`src/rtl/alu_step_sequencer_if.sv`:
```
// Request/status and datapath-enable bundle between a controller and the ALU step sequencer.
// The slave side is the sequencer; the master side issues requests and observes enables.
interface alu_step_sequencer_if #(
    parameter int NUM_REGS = 16,
    parameter int IDX_W    = 4,
    parameter int OP_W     = 5
);
    logic                start;
    logic [OP_W-1:0]     op_code;
    logic                unary;
    logic                wide;
    logic [IDX_W-1:0]    src_a;
    logic [IDX_W-1:0]    src_b;
    logic [IDX_W-1:0]    dst_lo;
    logic [IDX_W-1:0]    dst_hi;

    logic                busy;
    logic                done;
    logic                err;
    logic [OP_W-1:0]     op;
    logic [NUM_REGS-1:0] Rout;
    logic [NUM_REGS-1:0] Rin;
    logic                Yin;
    logic                Zhighin;
    logic                Zlowin;
    logic                Zlowout;
    logic                Zhighout;

    modport master (
        output start, op_code, unary, wide, src_a, src_b, dst_lo, dst_hi,
        input  busy, done, err, op, Rout, Rin, Yin, Zhighin, Zlowin, Zlowout, Zhighout
    );

    modport slave (
        input  start, op_code, unary, wide, src_a, src_b, dst_lo, dst_hi,
        output busy, done, err, op, Rout, Rin, Yin, Zhighin, Zlowin, Zlowout, Zhighout
    );
endinterface

```
`src/rtl/alu_step_sequencer.sv`:
```
// Sequences one register-to-register ALU operation as a fixed series of bus transfer steps,
// with Moore-decoded one-hot register enables and a one-cycle done/err completion pulse.
module alu_step_sequencer #(
    parameter int NUM_REGS = 16,
    parameter int IDX_W    = 4,
    parameter int OP_W     = 5
) (
    input  logic                Clock,
    input  logic                clear,
    alu_step_sequencer_if.slave bus,
    output logic [2:0]          state_o
);

    typedef enum logic [2:0] {
        IDLE = 3'd0,
        T_A  = 3'd1,
        T_B  = 3'd2,
        T_LO = 3'd3,
        T_HI = 3'd4,
        DONE = 3'd5
    } state_e;

    state_e            state_q, state_d;
    logic [OP_W-1:0]   op_q, op_d;
    logic              unary_q, unary_d;
    logic              wide_q, wide_d;
    logic [IDX_W-1:0]  src_a_q, src_a_d;
    logic [IDX_W-1:0]  src_b_q, src_b_d;
    logic [IDX_W-1:0]  dst_lo_q, dst_lo_d;
    logic [IDX_W-1:0]  dst_hi_q, dst_hi_d;

    logic              err_flag;
    logic [NUM_REGS-1:0] rout, rin;

    function automatic logic in_range(input logic [IDX_W-1:0] idx);
        return int'(idx) < NUM_REGS;
    endfunction

    // Out-of-range indices decode to an all-zero vector, suppressing the enable.
    function automatic logic [NUM_REGS-1:0] onehot(input logic [IDX_W-1:0] idx);
        logic [NUM_REGS-1:0] v;
        v = '0;
        for (int i = 0; i < NUM_REGS; i++) begin
            v[i] = (int'(idx) == i);
        end
        return v;
    endfunction

    always_ff @(posedge Clock or posedge clear) begin
        if (clear) begin
            state_q  <= IDLE;
            op_q     <= '0;
            unary_q  <= 1'b0;
            wide_q   <= 1'b0;
            src_a_q  <= '0;
            src_b_q  <= '0;
            dst_lo_q <= '0;
            dst_hi_q <= '0;
        end else begin
            state_q  <= state_d;
            op_q     <= op_d;
            unary_q  <= unary_d;
            wide_q   <= wide_d;
            src_a_q  <= src_a_d;
            src_b_q  <= src_b_d;
            dst_lo_q <= dst_lo_d;
            dst_hi_q <= dst_hi_d;
        end
    end

    // start is a level request sampled only in IDLE; while busy it is dropped, never queued.
    always_comb begin
        state_d  = state_q;
        op_d     = op_q;
        unary_d  = unary_q;
        wide_d   = wide_q;
        src_a_d  = src_a_q;
        src_b_d  = src_b_q;
        dst_lo_d = dst_lo_q;
        dst_hi_d = dst_hi_q;
        case (state_q)
            IDLE: begin
                if (bus.start) begin
                    op_d     = bus.op_code;
                    unary_d  = bus.unary;
                    wide_d   = bus.wide;
                    src_a_d  = bus.src_a;
                    src_b_d  = bus.src_b;
                    dst_lo_d = bus.dst_lo;
                    dst_hi_d = bus.dst_hi;
                    state_d  = bus.unary ? T_B : T_A;
                end
            end
            T_A:     state_d = T_B;
            T_B:     state_d = T_LO;
            T_LO:    state_d = wide_q ? T_HI : DONE;
            T_HI:    state_d = DONE;
            DONE:    state_d = IDLE;
            default: state_d = IDLE;
        endcase
    end

    // Only indices the sequence actually drives count toward err.
    assign err_flag = (!unary_q && !in_range(src_a_q)) ||
                      !in_range(src_b_q) ||
                      !in_range(dst_lo_q) ||
                      (wide_q && !in_range(dst_hi_q));

    always_comb begin
        bus.busy     = 1'b0;
        bus.done     = 1'b0;
        bus.err      = 1'b0;
        bus.op       = '0;
        bus.Yin      = 1'b0;
        bus.Zhighin  = 1'b0;
        bus.Zlowin   = 1'b0;
        bus.Zlowout  = 1'b0;
        bus.Zhighout = 1'b0;
        rout         = '0;
        rin          = '0;
        case (state_q)
            T_A: begin
                bus.busy = 1'b1;
                rout     = onehot(src_a_q);
                bus.Yin  = 1'b1;
            end
            T_B: begin
                bus.busy    = 1'b1;
                rout        = onehot(src_b_q);
                bus.Zlowin  = 1'b1;
                bus.Zhighin = 1'b1;
                bus.op      = op_q;
            end
            T_LO: begin
                bus.busy    = 1'b1;
                bus.Zlowout = 1'b1;
                rin         = onehot(dst_lo_q);
            end
            T_HI: begin
                bus.busy     = 1'b1;
                bus.Zhighout = 1'b1;
                rin          = onehot(dst_hi_q);
            end
            DONE: begin
                bus.busy = 1'b1;
                bus.done = 1'b1;
                bus.err  = err_flag;
            end
            default: ;
        endcase
    end

    assign bus.Rout = rout;
    assign bus.Rin  = rin;
    assign state_o  = state_q;

endmodule

```
`src/flat_wrapper.sv`:
```
// flat-port wrapper written by rule: the top's interface ports become plain ports
module alu_step_sequencer_flat 
#(
    parameter int NUM_REGS = 16,
    parameter int IDX_W    = 4,
    parameter int OP_W     = 5
)
  (Clock, clear, state_o, bus_start, bus_op_code, bus_unary, bus_wide, bus_src_a, bus_src_b, bus_dst_lo, bus_dst_hi, bus_busy, bus_done, bus_err, bus_op, bus_Rout, bus_Rin, bus_Yin, bus_Zhighin, bus_Zlowin, bus_Zlowout, bus_Zhighout);
  alu_step_sequencer_if #(.NUM_REGS(NUM_REGS), .IDX_W(IDX_W), .OP_W(OP_W)) bus_i ();
  input  logic Clock;
  input  logic clear;
  output logic [2:0] state_o;
  input wire logic [$bits(bus_i.start)-1:0] bus_start;
  input wire logic [$bits(bus_i.op_code)-1:0] bus_op_code;
  input wire logic [$bits(bus_i.unary)-1:0] bus_unary;
  input wire logic [$bits(bus_i.wide)-1:0] bus_wide;
  input wire logic [$bits(bus_i.src_a)-1:0] bus_src_a;
  input wire logic [$bits(bus_i.src_b)-1:0] bus_src_b;
  input wire logic [$bits(bus_i.dst_lo)-1:0] bus_dst_lo;
  input wire logic [$bits(bus_i.dst_hi)-1:0] bus_dst_hi;
  output wire logic [$bits(bus_i.busy)-1:0] bus_busy;
  output wire logic [$bits(bus_i.done)-1:0] bus_done;
  output wire logic [$bits(bus_i.err)-1:0] bus_err;
  output wire logic [$bits(bus_i.op)-1:0] bus_op;
  output wire logic [$bits(bus_i.Rout)-1:0] bus_Rout;
  output wire logic [$bits(bus_i.Rin)-1:0] bus_Rin;
  output wire logic [$bits(bus_i.Yin)-1:0] bus_Yin;
  output wire logic [$bits(bus_i.Zhighin)-1:0] bus_Zhighin;
  output wire logic [$bits(bus_i.Zlowin)-1:0] bus_Zlowin;
  output wire logic [$bits(bus_i.Zlowout)-1:0] bus_Zlowout;
  output wire logic [$bits(bus_i.Zhighout)-1:0] bus_Zhighout;
  assign bus_i.start = bus_start;
  assign bus_i.op_code = bus_op_code;
  assign bus_i.unary = bus_unary;
  assign bus_i.wide = bus_wide;
  assign bus_i.src_a = bus_src_a;
  assign bus_i.src_b = bus_src_b;
  assign bus_i.dst_lo = bus_dst_lo;
  assign bus_i.dst_hi = bus_dst_hi;
  assign bus_busy = bus_i.busy;
  assign bus_done = bus_i.done;
  assign bus_err = bus_i.err;
  assign bus_op = bus_i.op;
  assign bus_Rout = bus_i.Rout;
  assign bus_Rin = bus_i.Rin;
  assign bus_Yin = bus_i.Yin;
  assign bus_Zhighin = bus_i.Zhighin;
  assign bus_Zlowin = bus_i.Zlowin;
  assign bus_Zlowout = bus_i.Zlowout;
  assign bus_Zhighout = bus_i.Zhighout;
  alu_step_sequencer #(.NUM_REGS(NUM_REGS), .IDX_W(IDX_W), .OP_W(OP_W)) u_core (.Clock(Clock), .clear(clear), .bus(bus_i), .state_o(state_o));
endmodule
```
`config.mk`:
```
export PLATFORM = sky130hd
export DESIGN_NAME = alu_step_sequencer_flat
export DESIGN_NICKNAME = d
export VERILOG_FILES = /design/src/rtl/alu_step_sequencer_if.sv /design/src/rtl/alu_step_sequencer.sv /design/src/flat_wrapper.sv
export SDC_FILE = /design/constraint.sdc
export NUM_CORES = 1
export LEC_CHECK = 0
export ABC_AREA = 1
export ABC_CLOCK_PERIOD_IN_PS = 1400
export BUFFER_PORTS_ARGS = -buffer_cell sky130_fd_sc_hd__buf_2
export CORE_MARGIN = 3
export CORE_UTILIZATION = 47
export DETAILED_ROUTE_END_ITERATION = 8
export MAX_ROUTING_LAYER = met4
export PLACE_DENSITY = 0.8
export SLEW_MARGIN = 20
export SYNTH_ARGS = -nofsm -noshare
export SYNTH_HDL_FRONTEND = slang
export SYNTH_SLANG_ARGS = --single-unit
```
`constraint.sdc`:
```
create_clock -name Clock -period 1.4 [get_ports Clock]
set_input_delay 0.14 -clock Clock [delete_from_list [all_inputs] [get_ports Clock]]
set_output_delay 0.14 -clock Clock [all_outputs]
set_load 0.05 [all_outputs]
```
==> results of run 1 <==
cells in the mapped netlist:
cell,n,area (sq um)
o21bai_1,1,7.51
o21ai_2,2,17.5
o21ai_0,5,25.0
nand3_4,1,17.5
a31oi_1,1,6.26
inv_1,26,97.6
inv_2,2,7.51
nand3_1,11,55.1
a21boi_0,1,7.51
nor2_1,60,225
nand2_4,1,11.3
nor2_4,1,11.3
buf_4,4,30.0
nand4_1,4,25.0
nand3_2,8,80.1
o22ai_1,2,12.5
a21oi_1,21,105
inv_4,1,6.26
buf_2,2,10.0
dfrtp_1,25,626
nand2_1,37,139
nand2_2,10,62.6
conb_1,1,3.75
buf_8,1,15.0
buf_6,1,11.3
stage by stage:
| step | cell area, sq um | hold slack [ns] |
|---|---|---|
| floorplan | 1940 | 0.167 |
| detailed placement | 2570 | 0.221 |
| global placement | 2570 | 0.202 |
cells by family after synthesis:
logic type,Yosys count,synth area share
simple gates,133,0.388
compound gates,33,0.112
flops,25,0.387
buf+inv,37,0.110
other cells,1,0.00232
==> summary by stage, run 1 <==
Status
The flow did not finish. The stopping stage is clock tree synthesis. The tool reported: "[ERROR DPL-0038] Utilization greater than 100%, impossible to legalize".

Synthesis
The number of nets in the synthesized netlist is 255. The share of the yosys chip area belonging to registers is 0.387. The number of cells produced by synthesis is 229. The number of distinct library cell variants in the gate-level netlist after synthesis is 25.

The summed instance area of the synthesized netlist is 1620 sq um. The synthesized design contains 25 register bits. The average footprint of a synthesized cell is 7.05 sq um. The Yosys step of the flow raised 0 warnings.

Clocking
The number of buffers between clock root and the deepest sink is 2. The number of buffers created by CTS is 3. The clock net in this run drives a total of 25 sinks. The number of buffers inserted for hold repair after clock tree synthesis is 1. The setup fix buffers added after clock tree synthesis is 12. The number of gates resized after CTS was 189.

In this run the number of H-tree levels came out at 1. The root buffer cell is clkbuf_4.

Place
Prior to clock tree synthesis, the placed netlist has a worst setup slack of -0.407 ns. After detailed placement, the design holds a cell count of 374. Routability-driven placement finished with a final weighted congestion of 0.923. The HPWL after detailed placement is 3730 microns. The port buffer count is 72.

Floorplan
In this run the count of I/O pins placed on the die edge is 74. The width of the die is 64.6 microns. For this configuration, the core starts out at a cell density of 0.512. The die is 64.6 microns tall.

The placement row count is 20.
==> run 2, diff against run 1 <==
--- a/config.mk
+++ b/config.mk
@@ -9,10 +9,9 @@
 export ABC_CLOCK_PERIOD_IN_PS = 1400
 export BUFFER_PORTS_ARGS = -buffer_cell sky130_fd_sc_hd__buf_2
 export CORE_MARGIN = 3
-export CORE_UTILIZATION = 47
+export CORE_UTILIZATION = 35
 export DETAILED_ROUTE_END_ITERATION = 8
-export MAX_ROUTING_LAYER = met4
-export PLACE_DENSITY = 0.8
+export PLACE_DENSITY_LB_ADDON = 0.15
 export SLEW_MARGIN = 20
 export SYNTH_ARGS = -nofsm -noshare
 export SYNTH_HDL_FRONTEND = slang
==> run 2 against run 1 <==
Compared with the run above: synthesized area unchanged; synthesized cell count unchanged; the flow now finishes, with violations (setup timing).
==> summary by stage, run 2 <==
STA
The tightest hold path in the finished design has a slack of 0.105 ns. The portion of the clock cycle consumed by the worst path in the final layout is 1.43. Based on the critical path, the design can be clocked at up to 501 MHz. The number of pins with negative max-slew slack in the final report is 0. On the final layout, the worst clock skew is 0.00760 ns. The setup TNS after final layout is -23.81 ns.

The clock period minus worst slack is 2.00 ns. Once routing completed, OpenROAD measured the worst setup slack at -0.596 ns. The final hold violation count is 0. The number of setup violations in the final report is 67. Setup repair after global routing could not meet its margin everywhere.

Worst setup path
The setup path with the least slack is of type flop to output port. The most numerous cell type found on the critical path is nand2_1. STA classifies the critical path endpoint as an output port. The signal on the critical path passes through nor2_4 -> nand2_4 -> clkinvlp_4 -> nand2_1 -> nand2_1 -> nand2_1 -> buf_6 -> nor2_4 -> buf_8. The category of the worst setup path launch point is a flop. The signal arrival time at the worst endpoint is 1.86 ns.

The master of the slowest instance on the critical path is dfrtp_4. The kind of cell adding the most delay to the critical path is simple AND/OR/NAND/NOR gates. Counting both buffers and inverters, the worst setup path holds a total of 3.

The biggest fanout along the worst timing path is 6. On the worst path, the slowest cell contributes a delay of 0.52 ns. Data on the critical path is required at its endpoint by 1.26 ns.

Drt
For this run, the detailed router's first-pass iteration total came to 4. The detailed router's first-iteration violation count is 88. The total number of vias is 1,953. After detailed routing, the average wire length per cell comes to 14.8 microns. For this block, the routed nets add up to 5910 microns of wire.

The average via count per standard cell is 4.88. After detailed routing, the number of remaining DRC violations is 0. The detail route stage leaves a number of antenna-violating nets equal to 0.

Job
Across the run, the number of max-cap violations was 0.

Global routing
The via count of the first global-routing pass is 1,831. The total track usage is 0.208. The number of antenna violations at the first check in global routing is 0. The first global-routing pass estimated 8890 microns of wire. The total congestion overflow is 0. The largest net degree at the start of global routing is 28.

Place
The placer's final routability congestion estimate is 0.823. Once placement completed, the tool counted placed cells totaling 388. The HPWL after detailed placement is 3720 microns.

During placement, the flow inserted port buffers numbering 72. The instance area after placement is 2630 sq um.

Floorplan
The floorplan die height is 73.9 microns. The starting density of the core is 0.366. The floorplan step defined a core boundary enclosing 4410 sq um. The die is 73.9 microns wide. 74 I/O pins were placed. The die covers 5470 sq um.

The floorplan has 24 rows.

Synthesis
The most common cell in the synthesized netlist is nor2_1. The number of enable-type register cells in the synthesized netlist is 0. Of the post-synthesis cell area, the dominant cell type holds 0.387. Counting flops and latches in the post-synthesis netlist gives 25. The post-synthesis cell type with the largest combined area is dfrtp_1. Of all flip-flops after synthesis, the portion carrying an async set or reset was 1.00. Ranked by total cell area, the synthesized netlist is headed by dfrtp_1 (39%), nor2_1 (14%), nand2_1 (8.6%), a21oi_1 (6.5%), inv_1 (6.0%). The number of warnings reported in the yosys synthesis log is 0. Yosys mapped the design onto 25 distinct sky130hd cell types. Each instance of the synthesized netlist takes up on average 7.05 sq um. The share of the yosys chip area belonging to registers is 0.387. The leading register cell type out of synthesis is dfrtp_1.

The cell area that synthesis handed to floorplanning was 1620 sq um. The number of nets in the synthesized netlist is 255. Ranked by instance count, the synthesized netlist is headed by nor2_1 (60), nand2_1 (37), inv_1 (26), dfrtp_1 (25), a21oi_1 (21). The number of cells produced by synthesis is 229.

Pwr
The total chip power is 8.36 mW. The total power per unit cell area is 2450 nW/um^2. The maximum vdd drop is 1.39 mV. For this design the static power due to leakage is 1.55 nW.

Clocking
The root buffer cell is clkbuf_8. The number of sinks driven by the clock tree is 25. The clock reaches the later pin of the worst-skew pair after 0.27 ns. The number of buffers between clock root and the deepest sink is 2. The number of buffers created by CTS is 3. The clock tree from TritonCTS is built. The H-tree level count is 1. The clock input transition at the sequential cells of the worst setup and hold paths is 0.09 ns.

Hold path
The worst hold path class is primary input to flop.

Finish
Relative to the synthesized area, the layout overhead comes to 111%. The fraction of layout instances using a drive strength above 1 is 0.629. After routing the design area is 3410 sq um. The top register by number of flip-flops is u_core.op_q. Leaving out fill and tap cells, the most frequent cells in the layout are nor2_4 (36), buf_6 (36), buf_4 (31). The register with the most flip-flops in the layout has 5 of them. After the last flow step, the layout net total stands at 375. Counting the fill cells in the layout gives 293. The total inserted antenna cells is 0. The post-route non-filler standard cell count is 400.

Status
The checks that failed: setup timing. The flow ran to the end, but the final reports show violations.
[run 2: metrics by stage]
stage	util	worst slack [ns]
6_report	0.773	-0.596
5_1_grt	0.773	-0.696
4_1_cts	0.723	-0.546
3_5_place_dp	0.596	-0.390
3_3_place_gp	0.596	-0.381
2_1_floorplan	-	-0.507
[run 2: report_power, final]
part | switching (mW) | internal [mW]
Combinational | 4.07 | 2.51
Clock | 0.218 | 0.203
Sequential | 0.280 | 1.07
[run 2: repair_timing]
item                                    in CTS  in global routing
pin swaps                                   18                 18
resized for setup                          142                 43
endpoints found under the setup margin      66                 68
hold buffers                                 1                  0
cloned                                       1                  0
buffers inserted                             2                  6
endpoints found under the hold margin       25                  0
[run 2: metal layers]
metal / vias to the layer above / GRT usage / wire length [microns]
li1: 963 / - / -
met1: 909 / 0.307 / 2600
met2: 69 / 0.325 / 2940
met3: 12 / 0.0203 / 228
met4: 0 / 0.0563 / 142
met5: - / 0 / 0
[run 2: kinds of logic after synthesis]
| group | share of synthesized area |
|---|---|
| compound gates | 0.112 |
| buf+inv | 0.110 |
| flops | 0.387 |
| other cells | 0.00232 |
| simple gates | 0.388 |
[run 2: tightest hold or removal path: cells and delay by family]
kind / cells / cell delay [ns]
simple gates: 2 / 0.13
buf+inv: 1 / 0.08
[run 2: path summary, 6_finish.rpt]
path	from	end	slack, ns	cells past startpoint
hold reg to reg	u_core.wide_q	u_core.wide_q	0.50	2
max in group asynchronous	clear	u_core.state_o[1]	0.68	4
min in group asynchronous	clear	u_core.op_q[1]	0.45	4
setup / recovery	u_core.state_o[0]	bus_Rin[13]	-0.60	9
setup reg to reg	u_core.state_o[0]	u_core.src_b_q[2]	-0.22	9
hold / removal	bus_wide	u_core.wide_q	0.10	3
[run 2: area by class of cell]
| class | count | area, sq um | area share |
|---|---|---|---|
| Multi-Input combinational cell | 168 | 1360 | 0.398 |
| Timing Repair Buffer | 122 | 1190 | 0.348 |
| Sequential cell | 25 | 634 | 0.186 |
| Inverter | 29 | 123 | 0.0359 |
| Tap cell | 52 | 65.1 | 0.0191 |
| Clock buffer | 4 | 45.0 | 0.0132 |
(Power assumes the default switching activity.)
==> run 3, diff against run 2 <==
--- a/config.mk
+++ b/config.mk
@@ -6,11 +6,12 @@
 export NUM_CORES = 1
 export LEC_CHECK = 0
 export ABC_AREA = 1
-export ABC_CLOCK_PERIOD_IN_PS = 1400
+export ABC_CLOCK_PERIOD_IN_PS = 2000
 export BUFFER_PORTS_ARGS = -buffer_cell sky130_fd_sc_hd__buf_2
-export CORE_MARGIN = 3
-export CORE_UTILIZATION = 35
+export CORE_AREA = 3 3 64 66
+export CTS_BUF_LIST = sky130_fd_sc_hd__clkbuf_4
 export DETAILED_ROUTE_END_ITERATION = 8
+export DIE_AREA = 0 0 67 69
 export PLACE_DENSITY_LB_ADDON = 0.15
 export SLEW_MARGIN = 20
 export SYNTH_ARGS = -nofsm -noshare
==> constraint.sdc (replaced) <==
create_clock -name Clock -period 2 [get_ports Clock]
set_input_delay 0.2 -clock Clock [delete_from_list [all_inputs] [get_ports Clock]]
set_output_delay 0.2 -clock Clock [all_outputs]
set_load 0.05 [all_outputs]
==> run 3 against run 2 <==
Compared with the run above: largest cell class unchanged; sequential share of layout area grew 4.3 points; cell count fell by 8.5%; critical path type unchanged; the flow still finishes with violations (setup timing); power fell by 45%; sequential cell count stayed put; global-route usage increased by 0.18 points; cell area shrank 19%.
==> summary by stage, run 3 (synthesis gave the netlist of run 2 again) <==
Clocking
The H-tree level count is 1. The clock input transition at the sequential cells of the worst setup and hold paths is 0.13 ns. The clock latency at the later pin of the worst-skew pair is 0.31 ns. The number of buffers created by CTS is 3. The clock tree from TritonCTS is built. The root buffer cell is clkbuf_4.

Clock tree synthesis found a total of 25 sinks. The number of buffers between clock root and the deepest sink is 2.

STA
Hold timing on the final database bottoms out at a slack of 0.114 ns. Based on the critical path, the design can be clocked at up to 489 MHz. The least setup slack across all paths after layout is -0.0463 ns. The portion of the clock cycle consumed by the worst path in the final layout is 1.02. Setup violations remaining at the end of the flow were counted as 23. In the final timing run, aggregate negative setup slack is -0.503 ns.

Setup repair after global routing could not meet its margin everywhere. The final hold violation count was 0. The number of pins with negative max-slew slack in the final report is 0.

The clock arrives with 0.00710 ns of skew. Subtracting the final worst setup slack from the clock period gives 2.05 ns.

Worst setup path
The kind of critical path is flop to output port. The worst register-to-register path ends at u_core.src_b_q[0]. Broken down by cell family, the worst path's largest delay share belongs to flip-flops. The biggest fanout along the worst timing path is 6. In this design, the stage delay of the slowest critical-path cell is 0.58 ns. Counting stages on the worst path, the most repeated cell is buf_4. Across all register-to-register paths, the minimum setup slack is 0.47 ns.

The launch point of the worst path is u_core.state_o[2]. The worst register-to-register path has a depth of 8. The startpoint identified for the worst register-to-register timing path is u_core.state_o[2]. STA classifies the critical path endpoint as an output port. The signal arrival time at the worst endpoint is 1.85 ns. STA classifies the critical path startpoint as a flop.

Traced cell by cell, the critical path runs through inv_8 -> buf_4 -> nand3_2 -> nand2_1 -> o21ai_2 -> nand2_2 -> nor2_2 -> buf_4. The number of buffers and inverters on the critical path is 3. The instance count on the critical path is 8.

The capture point of the critical path is bus_Rout[7]. The master of the slowest instance on the critical path is dfrtp_4. At the worst endpoint, the required time is 1.80 ns.

Pwr
The maximum vdd drop is 0.916 mV. Dividing total power by cell area gives a power density of 1670 nW/um^2. The analysis attributes to cell leakage a power of 1.32 nW. The total chip power is 4.61 mW.

Drt
The detailed-route wire length per cell is 13.5 microns. The average via count per standard cell is 4.86. The total number of vias is 1,780. The iteration count of the initial detailed-routing pass is 4. For this block, the routed nets add up to 4930 microns of wire. After the first detailed-routing iteration, the DRC count stood at 74.

Once detail routing completed, the nets flagged for antenna violations numbered 0. In the routed design, unresolved DRC markers number 0.

Global routing
In the global route stage, met1 resource usage came out at 0.307. Entering global routing, the biggest net connects 24 pins. The met3 layer usage reported by global route is 0.0407.

For met2 alone, demand over resource in global routing was 0.323. The first global-routing pass estimated 7850 microns of wire. The most crowded layer after global routing is met2. After global routing the overflow that remains totals 0. For this run, the total global-route usage over all layers was measured as 0.210. The via count of the first global-routing pass came to 1,701.

The number of antenna violations at the first check in global routing is 0.

Job
The tool flagged a number of max-cap violations equal to 0.

Floorplan
The total area inside the core boundary comes to 3630 sq um. In this run the count of I/O pins placed on the die edge is 74. Measured along the x axis, the die boundary spans 67 microns. The floorplan die height is 69 microns. The die area is 4620 sq um. The starting density of the core is 0.445. The placement row count is 22.

Place
The HPWL after detailed placement is 3390 microns. The placer's final routability congestion estimate is 0.813. Timing analysis after detailed placement gives a worst setup slack of 0.0990 ns. The port buffer count is 72.

Finish
The area used by sequential logic in the layout is 632 sq um. Of the cells placed in the final design, the portion with a size suffix greater than 1 is 0.579. The repair_antennas step left the layout with diodes totalling 0. The most common cell after layout, fill and taps aside is buf_2. Leaving out fill and tap cells, the most frequent cells in the layout are buf_2 (37), buf_4 (28), inv_1 (25). The multi-input combinational cells in the finished layout cover a total of 1180 sq um. The register with the most flip-flops in the layout has 5 of them. For this run, the post-layout net count is 345. The relative area change from synthesis to final layout is 71.0%.

The register with the most flip-flops in the final layout is u_core.op_q. The layout has 259 filler cells.

Hold path
The worst hold path class is primary input to flop. In this run the most critical hold path is launched from bus_wide.

Status
The checks that failed: setup timing. The flow ran to the end, but the final reports show violations.
## run 3: tightest hold or removal path, cell delays in order
cell and delay [ns]:
buf_2 0.08, nand3_1 0.06, nand2_1 0.06
## run 3: repair_timing
item                                   CTS  global route
gates cloned                             1             0
setup endpoints to repair               30            30
endpoints found under the hold margin    6             0
resized for setup                       77            47
setup buffers                            6             5
hold buffers                             1             0
pin swaps                                4            12
## run 3: worst min-delay path by stage
| stage | endpoint | slack, ns | cells after the start |
|---|---|---|---|
| 2_1_floorplan | u_core.dst_hi_q[0] | 0.23 | 1 |
| 3_5_place_dp | u_core.dst_hi_q[2] | 0.16 | 2 |
| 5_1_grt | u_core.dst_lo_q[0] | 0.11 | 3 |
| 6_report | u_core.wide_q | 0.11 | 3 |
| 3_3_place_gp | u_core.dst_hi_q[2] | 0.16 | 2 |
| 4_1_cts | u_core.wide_q | 0.11 | 3 |
## run 3: cell type report
cell class                 instances  area share
tap                               48      0.0217
timing repair buffer              92       0.268
multi-input combinational        168       0.427
clock buffer                       4      0.0109
sequential                        25       0.229
inverter                          29      0.0435
## run 3: layer usage
| layer | vias up | part of all wire |
|---|---|---|
| met1 | 824 | 0.44 |
| met2 | 55 | 0.49 |
| met5 | - | 0 |
| li1 | 897 | - |
| met4 | 0 | 0.0083 |
| met3 | 4 | 0.065 |
## run 3: per-stage QoR
stage / utilization / instances / cell area [sq um]
floorplan: - / 229 / 1800
global placement: 0.609 / 349 / 2210
detailed placement: 0.609 / 349 / 2210
CTS: 0.703 / 361 / 2550
global route: 0.760 / 366 / 2760
finish: 0.760 / 366 / 2760
## run 3: power by group
group	internal (mW)	leakage, nW	switching, mW
combinational	1.05	1.03	2.40
sequential	0.744	0.273	0.183
clock	0.0912	0.0184	0.139
==> run 4, diff against run 3 <==
--- a/config.mk
+++ b/config.mk
@@ -5,14 +5,13 @@
 export SDC_FILE = /design/constraint.sdc
 export NUM_CORES = 1
 export LEC_CHECK = 0
-export ABC_AREA = 1
 export ABC_CLOCK_PERIOD_IN_PS = 2000
 export BUFFER_PORTS_ARGS = -buffer_cell sky130_fd_sc_hd__buf_2
 export CORE_AREA = 3 3 64 66
 export CTS_BUF_LIST = sky130_fd_sc_hd__clkbuf_4
 export DETAILED_ROUTE_END_ITERATION = 8
 export DIE_AREA = 0 0 67 69
-export PLACE_DENSITY_LB_ADDON = 0.15
+export PLACE_DENSITY_LB_ADDON = 0.08
 export SLEW_MARGIN = 20
 export SYNTH_ARGS = -nofsm -noshare
 export SYNTH_HDL_FRONTEND = slang
==> constraint.sdc (replaced) <==
create_clock -name Clock -period 2 [get_ports Clock]
set_input_delay 0.2 -clock Clock [delete_from_list [all_inputs] [get_ports Clock]]
set_output_delay 0.2 -clock Clock [all_outputs]
set_load 0.02 [all_outputs]
==> run 4 against run 3 <==
Compared with the run above: the flow still finishes with violations (setup timing); non-clock buffer count rose by 26; sequential cell count unchanged; clock power hardly changed; via count is 7.7% lower; worst hold slack got worse by 0.032 ns; synthesized cell count fell by 38%; largest cell class unchanged.
==> summary by stage, run 4 <==
Status
The run finished, with violations left. The final reports fail on setup timing.

Pwr
The part of the total power dissipated in the clock network is 0.040. The analysis attributes to net switching a power of 2.80 mW. Of the total power, the share spent switching nets is 0.481. The leakage power figure is 1.35 nW. The internal power component is 3.03 mW.

The maximum vdd drop is 1.24 mV. The share of total power dissipated in combinational logic is 0.775. Of the total power, registers draw 0.185. The total power per unit cell area is 1850 nW/um^2.

The total chip power is 5.83 mW.

Worst setup path
STA puts the critical path data arrival time at 2.24 ns. The kind of cell adding the most delay to the critical path is buffers and inverters. The beginning of the worst register-to-register path is u_core.state_o[0]. The master of the slowest instance on the critical path is dfrtp_1. The biggest cell delay along the critical path is 0.42 ns. The kind of critical path is flop to output port. The register-to-register setup slack is -0.04 ns.

The worst setup path is captured at an output port. The worst register-to-register path has a depth of 9. The capturing point of the worst reg2reg path is u_core.src_a_q[1].

The most numerous cell on the critical path is buf_6. The buffer and inverter count on the worst path is 5. The category of the worst setup path launch point is a flop. The required time of the worst setup path is 1.80 ns. The biggest fanout along the worst timing path is 7. The signal on the critical path passes through buf_4 -> buf_6 -> nor3b_2 -> buf_6 -> mux2_4 -> buf_6 -> nor4_4 -> buf_4.

Synthesis
The number of flip-flops and latches in the synthesized netlist is 25. The simple-gate area share of the yosys netlist is 0.251. Of the total synthesized cell area, the portion taken by XOR and XNOR cells is 0. After synthesis, the share of cell area in mux cells is 0.245. Averaged over all synthesized cells, the footprint is 11.3 sq um. The complex-gate fraction of the synthesized area came to 0.0477. The summed instance area of the synthesized netlist is 1600 sq um.

The library cell with the highest instance count after synthesis is mux2_2. The post-synthesis cell type with the largest combined area is dfrtp_1. The number of nets in the synthesized netlist is 168. The number of warnings reported in the yosys synthesis log is 0.

The number of enable-type register cells in the synthesized netlist is 0. In the post-synthesis netlist, the biggest area contributors are dfrtp_1 (39%), mux2_2 (19%), nor4_1 (10%), nor4b_2 (3.8%), mux2i_4 (2.8%). The leading register cell type out of synthesis is dfrtp_1. In the synthesized netlist, the number of instances is 142. The share of the Yosys chip area taken by registers is 0.391. The commonest cells after synthesis are mux2_2 (27), nor4_1 (26), dfrtp_1 (25), and2_1 (6), nand2_1 (6).

Yosys mapped the design onto 35 distinct sky130hd cell types. The share of the synthesized area in the top cell type is 0.391. For this run, asynchronously set or reset flops after synthesis account for 1.00. The arithmetic-cell share of the synthesized area counting full adders, half adders and majority gates is 0. The largest family of logic cells by synthesized area is simple AND/OR/NAND/NOR gates.

Floorplan
The width of the die is 67 microns. The count of pins on the block boundary is 74. The area of the core is 3630 sq um. The initial utilization of the core area, before any placement, comes to 0.441. The die covers 4620 sq um. The floorplan die height is 69 microns. The placement row count is 22.

Hold path
The startpoint of the worst hold path is bus_op_code[1]. For hold timing, the worst endpoint is u_core.op_q[1]. The depth of the worst hold-timing path is 2. The worst hold path belongs to the class primary input to flop.

Place
The port buffer count is 72. The cell count after placement is 274. Summed over all nets, the half-perimeter wirelength after detailed placement is 3320 microns.

The placer's final routability congestion estimate is 0.879.

Finish
In the layout the commonest cells are buf_4 (47), buf_2 (40), dfrtp_1 (24). The total inserted antenna cells is 0. The register with the most flip-flops in the layout has 5 of them.

For this run, the share of the core covered by cells in the final layout is 0.867. In the final design database the tool counted 280 nets. The most common cell after layout, fill and taps aside is buf_4. The top register by number of flip-flops is u_core.op_q. Once layout is complete, the cells apart from fillers number 301. The relative area change from synthesis to final layout is 96.6%.

The number of fill cells in the layout is 188. The fraction of layout instances using a drive strength above 1 is 0.783.

Global routing
The total overflow left after global routing is 0. The number of antenna violations at the first check in global routing is 0. Entering global routing, the biggest net connects 19 pins.

The first-pass GRT wire length is 7680 microns. The total track usage is 0.210. The via count of the first global-routing pass is 1,648.

STA
For the finished layout, the period the worst path requires is 2.44 ns. Measured against its own limit, the worst slew margin works out to 0.553. For the final routed database, the setup TNS stands at -12.08 ns. Setup violations remaining at the end of the flow were counted as 47. Setup repair after global routing could not meet its margin everywhere. The highest clock frequency the design can meet is 410 MHz. The worst-margin pin slew is 0.670 ns. The least setup slack across all paths after layout is -0.437 ns. The number of pins with negative max-slew slack in the final report was 0. The setup skew after layout is 0.0108 ns. Dividing the final minimum period by the clock period gives 1.22. The final hold violation count is 0. Final hold analysis gives a worst-case slack of 0.0824 ns.

Drt
The total number of vias is 1,643. The met1 layer wirelength in the final routing is 2190 microns. In this run, the number of DRC markers left after iteration 0 of detailed routing was 89. The count of unresolved DRC violations after routing is 0. The highest signal layer in the routed design is met4. Summed over all nets, wire length on met3 after detailed routing comes to 216 microns. The final wirelength is 5420 microns. Dividing the detail-routed wire length by the instance count gives 18.0 microns.

The average via count per standard cell is 5.46. The wire length on met2 is 2880 microns. The iteration count of the initial detailed-routing pass is 4. In this run the remaining antenna-violating nets after routing total 0.

Clocking
The number of buffers between clock root and the deepest sink is 2. The root buffer cell is clkbuf_4. The number of buffers created by CTS is 3.

The clock latency at the later pin of the worst-skew pair is 0.33 ns. The clock tree from TritonCTS is built. After clock tree synthesis, the clock-pin slew on the worst setup and hold paths is 0.14 ns.

CTS built an H-tree with a depth of 1. The tree built by TritonCTS fans out to 25 sinks.

Job
The number of maximum-capacitance violations is 0.
## run 4: changes by cell type in the layout (fill, tap and decap cells not counted), sizes merged, moves of 6 or more
cell   before  now
a21oi      21    2
and2        0    6
buf        91  117
inv        28    3
mux2        0   27
mux2i       0    6
nand2      48    6
nand3      21    0
nor2       61    1
nor4        0   26
nor4b       0    6
## run 4: power by group through the flow
stage | Combinational [mW] | Clock [mW] | Sequential, mW
6_report | 4.52 | 0.233 | 1.08
4_1_cts | 3.97 | 0.238 | 1.06
5_1_grt | 4.76 | 0.257 | 1.13
3_5_place_dp | 3.34 | 0 | 1.06
2_1_floorplan | 2.44 | 0 | 1.02
3_3_place_gp | 3.25 | 0 | 1.03
## run 4: how the worst max path moves through the flow
stage / startpoint / end / slack [ns] / depth (start not counted)
after detailed placement: u_core.state_o[2] / bus_Rin[11] / -0.13 / 7
after CTS: u_core.state_o[1] / bus_Rin[2] / -0.39 / 6
after global placement: u_core.state_o[2] / bus_Rin[11] / -0.07 / 7
final: u_core.state_o[0] / bus_Rout[12] / -0.44 / 8
after global routing: u_core.state_o[0] / bus_Rout[2] / -0.56 / 7
after floorplan: u_core.state_o[2] / bus_Rin[1] / -0.17 / 6
## run 4: cell families after synthesis
kind of cell	after synthesis
simple gates	57
mux	33
flops	25
buf+inv	15
compound gates	11
other cells	1
## run 4: timing repair
item,in CTS,in global routing
buffers inserted,13,9
pin swaps,13,12
cloned,1,1
hold buffers,1,0
hold endpoints to repair,17,0
endpoints found under the setup margin,30,32
gates resized for setup,49,32
## run 4: cell type report
| cell class | instances | area [sq um] | share of cell area |
|---|---|---|---|
| Clock buffer | 3 | 22.5 | 0.00715 |
| Clock inverter | 1 | 7.51 | 0.00238 |
| Inverter | 4 | 27.5 | 0.00874 |
| Multi-Input combinational cell | 102 | 1410 | 0.448 |
| Sequential cell | 25 | 627 | 0.199 |
| Tap cell | 48 | 60.1 | 0.0191 |
| Timing Repair Buffer | 118 | 995 | 0.316 |
## run 4: metrics by stage
| stage | setup slack [ns] | area, sq um |
|---|---|---|
| finish | -0.437 | 3150 |
| global route | -0.556 | 3150 |
| CTS | -0.389 | 2940 |
| detailed placement | -0.131 | 2580 |
| global placement | -0.0686 | 2580 |
| floorplan | -0.173 | 2020 |
## run 4: metal layers
layer  GRT usage  up-vias
met5           0        -
met4      0.0878        0
met3      0.0130       11
met2       0.360       57
met1       0.266      801
li1            -      774
